File: config.mk
export PLATFORM = sky130hd
export DESIGN_NAME = sensor_frontend_flat
export DESIGN_NICKNAME = d
export VERILOG_FILES = /design/src/rtl/sensor_frontend_if.sv /design/src/rtl/sensor_frontend.sv /design/src/flat_wrapper.sv
export SDC_FILE = /design/constraint.sdc
export NUM_CORES = 1
export LEC_CHECK = 0
export ABC_CLOCK_PERIOD_IN_PS = 4100
export CAP_MARGIN = 20
export CORE_UTILIZATION = 40
export CTS_CLUSTER_DIAMETER = 120
export DETAILED_ROUTE_END_ITERATION = 8
export PLACE_DENSITY = 0.64
export RECOVER_POWER = 25
export SLEW_MARGIN = 10
export SYNTH_ARGS = -nofsm -noshare
export SYNTH_HDL_FRONTEND = slang
export SYNTH_SLANG_ARGS = --single-unit
File: constraint.sdc
create_clock -name csi_clk -period 4.1 [get_ports csi_clk]
set_clock_uncertainty 0.2 [all_clocks]
set_input_delay 0.41 -clock csi_clk [delete_from_list [all_inputs] [get_ports csi_clk]]
set_output_delay 0.41 -clock csi_clk [all_outputs]
set_load 0.01 [all_outputs]
File: src/rtl/sensor_frontend_if.sv
// rtl/sensor_frontend_if.sv - sensor pins and slave conduit signals of sensor_frontend
interface sensor_frontend_if;
   logic [2:0]  sensor_raw;
   logic [31:0] ctrl_word;
   logic [2:0]  sensor_status;
   logic        status_change;

   modport master (
      output sensor_raw,
      output ctrl_word,
      input  sensor_status,
      input  status_change
   );

   modport slave (
      input  sensor_raw,
      input  ctrl_word,
      output sensor_status,
      output status_change
   );
endinterface

File: src/rtl/sensor_frontend.sv
// rtl/sensor_frontend.sv - sync, debounce, arm-mask and optional sticky latch for door/window/motion; option macro SENSOR_STICKY_LATCH_EN
module sensor_frontend #(
   parameter int SYNC_STAGES     = 2,
   parameter int DEBOUNCE_CYCLES = 50000
) (
   input  logic             csi_clk,
   input  logic             rsi_reset,
   sensor_frontend_if.slave bus
);
   localparam int CNT_W = $clog2(DEBOUNCE_CYCLES) + 1;
   localparam logic [CNT_W-1:0] CNT_LAST = CNT_W'(DEBOUNCE_CYCLES - 1);

   logic [2:0]       sync_chain [SYNC_STAGES];
   logic [2:0]       sync;
   logic [2:0]       deb;
   logic [CNT_W-1:0] cnt [3];
   logic [2:0]       mask;
   logic [2:0]       lat;
   logic [2:0]       lat_next;
   logic             change;

   assign mask = bus.ctrl_word[2:0];
   assign sync = sync_chain[SYNC_STAGES-1];

   // Raw lines are asynchronous: pass each through its own flop chain
   always_ff @(posedge csi_clk) begin
      if (rsi_reset) begin
         for (int k = 0; k < SYNC_STAGES; k++) sync_chain[k] <= '0;
      end else begin
         sync_chain[0] <= bus.sensor_raw;
         for (int k = 1; k < SYNC_STAGES; k++) sync_chain[k] <= sync_chain[k-1];
      end
   end

   // Debounce: a level is accepted only after DEBOUNCE_CYCLES consecutive mismatches
   always_ff @(posedge csi_clk) begin
      if (rsi_reset) begin
         deb <= '0;
         for (int i = 0; i < 3; i++) cnt[i] <= '0;
      end else begin
         for (int i = 0; i < 3; i++) begin
            if (sync[i] == deb[i]) begin
               cnt[i] <= '0;
            end else if (cnt[i] == CNT_LAST) begin
               deb[i] <= sync[i];
               cnt[i] <= '0;
            end else begin
               cnt[i] <= cnt[i] + 1'b1;
            end
         end
      end
   end

`ifdef SENSOR_STICKY_LATCH_EN
   logic clr_q;
   logic clr_edge;
   logic unused_ctrl;

   assign clr_edge    = bus.ctrl_word[4] & ~clr_q;
   assign unused_ctrl = ^bus.ctrl_word[31:5];

   // Clear wins over the sticky OR, so a still-active channel survives a clear
   always_comb begin
      lat_next = deb & mask;
      if (!clr_edge && bus.ctrl_word[3]) lat_next = (lat | deb) & mask;
   end

   // Remember the clear bit so only its 0->1 transition acts
   always_ff @(posedge csi_clk) begin
      if (rsi_reset) clr_q <= 1'b0;
      else           clr_q <= bus.ctrl_word[4];
   end
`else
   logic unused_ctrl;

   assign unused_ctrl = ^bus.ctrl_word[31:3];

   // Without the latch option the status is just the armed debounced level
   always_comb begin
      lat_next = deb & mask;
   end
`endif

   // Status register and its change pulse land on the same edge
   always_ff @(posedge csi_clk) begin
      if (rsi_reset) begin
         lat    <= '0;
         change <= 1'b0;
      end else begin
         lat    <= lat_next;
         change <= (lat_next != lat);
      end
   end

   assign bus.sensor_status = lat;
   assign bus.status_change = change;
endmodule

File: src/flat_wrapper.sv
// flat-port wrapper written by rule: the top's interface ports become plain ports
module sensor_frontend_flat 
#(
   parameter int SYNC_STAGES     = 2,
   parameter int DEBOUNCE_CYCLES = 50000
)
  (csi_clk, rsi_reset, bus_sensor_raw, bus_ctrl_word, bus_sensor_status, bus_status_change);
  sensor_frontend_if bus_i ();
  input  logic csi_clk;
  input  logic rsi_reset;
  input wire logic [$bits(bus_i.sensor_raw)-1:0] bus_sensor_raw;
  input wire logic [$bits(bus_i.ctrl_word)-1:0] bus_ctrl_word;
  output wire logic [$bits(bus_i.sensor_status)-1:0] bus_sensor_status;
  output wire logic [$bits(bus_i.status_change)-1:0] bus_status_change;
  assign bus_i.sensor_raw = bus_sensor_raw;
  assign bus_i.ctrl_word = bus_ctrl_word;
  assign bus_sensor_status = bus_i.sensor_status;
  assign bus_status_change = bus_i.status_change;
  sensor_frontend #(.SYNC_STAGES(SYNC_STAGES), .DEBOUNCE_CYCLES(DEBOUNCE_CYCLES)) u_core (.csi_clk(csi_clk), .rsi_reset(rsi_reset), .bus(bus_i));
endmodule
Word-level counts from Yosys, hierarchy flattened
Memory sizes are Yosys's and may differ from the RTL's.
Cells that the tools add are included.
{ "classes": {"n_mux": 47, "n_reduce_logical": 3, "bitwise": 15, "eq_ne": 7, "n_addsub": 3} }
{ "ops": {"columns": ["op", "n"], "rows": [
  ["2-to-1 mux 17 bit", 9],
  ["adder 17 x 1 -> 17 bit (second input constant)", 3],
  ["== test 17 x 16 -> 1 bit (second input constant)", 3],
  ["2-to-1 mux 1 bit", 36],
  ["OR 1 bit", 11],
  ["2-to-1 mux 3 bit", 2],
  ["AND reduction 2 bit", 3],
  ["AND 3 bit", 1],
  ["== test 1 bit", 3],
  ["inequality test 3 bit", 1],
  ["NOT 1 bit", 3]
]} }
{ "totals": {"ff_bits": 7, "ram_bits": 57, "output_inout_bits": 4, "input_bits": 37, "mem_count": 2, "word_cells": 82} }
{ "memory_table": {"columns": ["name", "depth", "word_bits", "read_ports", "rd_ports_with_merged_regs", "write_ports", "line", "text"], "rows": [
  ["u_core.cnt", 3, 17, 3, 0, 3, "sensor_frontend.sv:16", "logic [CNT_W-1:0] cnt [3];"],
  ["u_core.sync_chain", 2, 3, 2, 0, 2, "sensor_frontend.sv:13", "logic [2:0] sync_chain [SYNC_STAGES];"]
]} }

Logic depth before layout (Yosys ltp)
{ "depth": {"ltp_word": 7, "depth_mapped": 7, "depth_no_buf": 5} }

Least setup slack after synthesis
OpenSTA, ideal clock, no wires.
{ "synth_timing": {"kind": "register to register", "start": "mem u_core.cnt[0][13] (netlist name)", "end": "mem u_core.cnt[0][14] (netlist name) (data pin)", "setup_time_ns": 0.254, "path_stages_with_launch": 7, "required_ns": 3.646, "arrival_time_ns": 1.655, "path_slack_ns": 1.991, "period_less_slack_ns": 2.109, "n_path_buf": 2, "cell_sequence": "edfxtp_1 > or4_1 > nor4_2 > or3_1 > buf_6 > buf_12 > nor2_1"} }
{ "synth_lines": {"columns": ["element", "line"], "rows": [
  ["start, declared", "sensor_frontend.sv:16"]
]} }

==> results.yml <==
layout:
  final_cells: 473
  area_growth_pct: 18.4
  drive_above_1_share: 0.0512
  nets: 406
  antenna_cells: 0
setup_path:
  crit_end: "u_core.cnt[1][6]$_SDFFCE_PN0P_"
  worstSetupStartpoint: "u_core.cnt[1][0]$_SDFFCE_PN0P_"
  critPathKind: "reg -> reg"
  endpoint_kind: "register"
  worstPathRequired_ps: 3970
  worstReg2RegStart: "u_core.cnt[1][0]$_SDFFCE_PN0P_"
  path_max_fanout: 17
  reg2reg_slack_ps: 1520
  cp-start-kind: "register"
  r2r-end: "u_core.cnt[1][6]$_SDFFCE_PN0P_"
  rr_worst_depth: 5
  cp.arrival_ps: 2450
clocking:
  htree_levels: 3
  cts_setup_buffers: 0
  cts_resized: 0
  cts_tree: "built"
  clk_pin_slew_ps: 80
  insertion_delay_ps: 340
  cts_hold_buf: 0
  cts_buffers: 9
  cts.path.max_buffers: 2
  clock_sinks: 64
  cts_root_buf: "clkbuf_8"
global_routing:
  antenna_found_initial: 0
  grt_pass1_vias: 2103
  grt_max_degree: 18
  gr-total-overflow: 0
  grt_pass1_wl_um: 9360
  grt_util_all_layers: 0.144
synth:
  synth_compound_area_frac: 0.0325
  synth_cells: 301
  ys_ff_latch: 64
  synthAdderAreaFrac: 0.0116
  ys_warn_count: 0
  synth.mux.area_fraction: 0.00618
  seq_area_frac_synth: 0.554
  synth_top_family_by_area: "simple AND/OR/NAND/NOR gates"
  synth_cell_types: 36
  synth_top_area_cell: "edfxtp_1"
  synth-xor-area-share: 0.127
  synthSimpleGateAreaFrac: 0.236
  syn_area_per_cell_um2: 10.8
  synth_area_leaders: "edfxtp_1, xnor2_1, dfxtp_1, nor2_1, nand3_1"
  netlist_area_mm2: 0.00324
  synth_top_cell_area_share: 0.473
drt:
  top_layer_used: "met4"
  drt-initial-drc-count: 102
  wl_um: 5330
  met1Wirelength_um: 2630
  vias: 2221
  drtPass1Iterations: 6
  viasPerCell: 4.70
  ant_nets: 0
  route.met3.wl_um: 218
  route.detailed.drc: 0
  met2_length_um: 2410
  wl_per_cell_um: 11.3
outcome:
  outcome: "completed"
sta:
  grt_setup_unrepaired: "false"
  timing.fmax_mhz: 387
  maxSlewViolCount: 0
  fin_crit_ps: 2580
  slew_headroom: 0.397
  setup_tns_ps: 0
  setup_viol: 0
  hold_viol: 0
  worstMarginPinSlew_ps: 901
  period_share: 0.630
power:
  powerDensity_mw_per_mm2: 382
  ir_drop_uv: 203
  power.leakage_nw: 1.30
place:
  post-dp-hpwl_um: 3810
  gp_congestion: 0.791
  io_buffers: 11
  dp.cells: 457
die:
  core-area_mm2: 0.00777
  dieArea_mm2: 0.00846
  rows: 32
  start_util: 0.417
  io-pin-count: 41
  die_h_um: 92.0
  die_x_um: 92.0
hold_path:
  hp-class: "reg -> reg"
flow_run:
  drv_cap: 0
==> layer usage <==
layer,global-route usage,vias to the layer above
li1,-,1153
met1,0.180,1034
met2,0.221,30
met3,0.0498,4
met4,0.0677,0
met5,0,-
==> stage by stage <==
stage          setup slack [ps]  hold slack, ps  cell area (µm²)  utilization  power [W]
2_1_floorplan              1990             214             3420            -   0.000804
3_3_place_gp               1640             218             3600        0.463   0.000820
3_5_place_dp               1600             222             3600        0.463   0.000822
4_1_cts                    1590             239             3840        0.495    0.00148
5_1_grt                    1240             260             3830        0.493    0.00152
6_report                   1520             236             3830        0.493    0.00146
==> Yosys cell counts, drive strengths merged <==
| cell type | number |
|---|---|
| dfxtp | 13 |
| nor3b | 1 |
| conb | 1 |
| or4 | 4 |
| a31oi | 1 |
| mux2i | 2 |
| inv | 11 |
| edfxtp | 51 |
| nor4b | 1 |
| o21ai | 2 |
| a31o | 1 |
| o31ai | 1 |
| nand3 | 18 |
| or3 | 3 |
| nand2b | 3 |
| and4 | 1 |
| ha | 3 |
| xnor2 | 37 |
| buf | 5 |
| o41ai | 1 |
| a21bo | 2 |
| a21oi | 5 |
| xor2 | 10 |
| and3 | 4 |
| nor4 | 15 |
| nor2b | 6 |
| nor3 | 10 |
| clkbuf | 2 |
| nand2 | 14 |
| nand4 | 14 |
| nor2 | 59 |
==> cells by family after synthesis <==
kind of cell	after synthesis
mux	2
buf+inv	18
other cells	1
compound gates	13
simple gates	153
fa+ha+maj	3
flops	64
xor+xnor	47
==> power breakdown <==
group / internal, W / leakage (nW) / switching [W]
registers: 0.000725 / 0.632 / 0.0000258
logic: 0.0000268 / 0.551 / 0.0000301
clock network: 0.000405 / 0.119 / 0.000253
total: 0.00116 / 1.30 / 0.000309
==> cell usage in the layout, fill, tap and decap left out, types with 4 or more instances in the layout <==
master / netlist / routed
nor2_1: 59 / 59
xnor2_1: 37 / 37
and3_1: 4 / 4
nand2_1: 14 / 14
inv_1: 11 / 11
clkdlybuf4s50_1: 0 / 6
nor4_1: 13 / 15
nand4_1: 14 / 14
edfxtp_1: 51 / 51
conb_1: 1 / 51
nor3_1: 10 / 10
dfxtp_1: 13 / 13
or4_1: 4 / 4
nor2b_1: 6 / 6
nand3_1: 18 / 18
xor2_1: 10 / 10
a21oi_1: 5 / 5
dlygate4sd3_1: 0 / 5
clkbuf_8: 0 / 9
==> how the worst min path moves through the flow <==
stage / start / depth (start not counted) / end
floorplan: u_core.sync_chain[0][0]$_SDFF_PP0_ / 1 / u_core.sync_chain[0][3]$_SDFF_PP0_
global placement: u_core.sync_chain[0][1]$_SDFF_PP0_ / 1 / u_core.sync_chain[0][4]$_SDFF_PP0_
detailed placement: u_core.sync_chain[0][2]$_SDFF_PP0_ / 1 / u_core.sync_chain[0][5]$_SDFF_PP0_
global route: u_core.sync_chain[0][2]$_SDFF_PP0_ / 1 / u_core.sync_chain[0][5]$_SDFF_PP0_
CTS: u_core.sync_chain[0][2]$_SDFF_PP0_ / 1 / u_core.sync_chain[0][5]$_SDFF_PP0_
finish: u_core.sync_chain[0][2]$_SDFF_PP0_ / 1 / u_core.sync_chain[0][5]$_SDFF_PP0_
==> sequential cells by signal, summed over array words and instances (netlist names) <==
| signal | count |
|---|---|
| u_core.deb | 3 |
| u_core.bus.sensor_status | 3 |
| u_core.cnt | 51 |
| u_core.bus.status_change | 1 |
| u_core.sync_chain | 6 |
==> critical path: stages (launching register included) <==
cell and delay [ps]:
edfxtp_1 400, ha_1 200, nand3_1 300, nor4_1 590, a21bo_1 520, nor2_1 100
==> layout make-up <==
cell class	count	area, µm²
fill	735	3940
sequential	64	1790
multi-input combinational	269	1520
tap	102	128
clock buffer	9	124
clock inverter	7	120
timing repair buffer	11	110
inverter	11	41.3
Note: power is estimated with default switching activity, not from simulation.
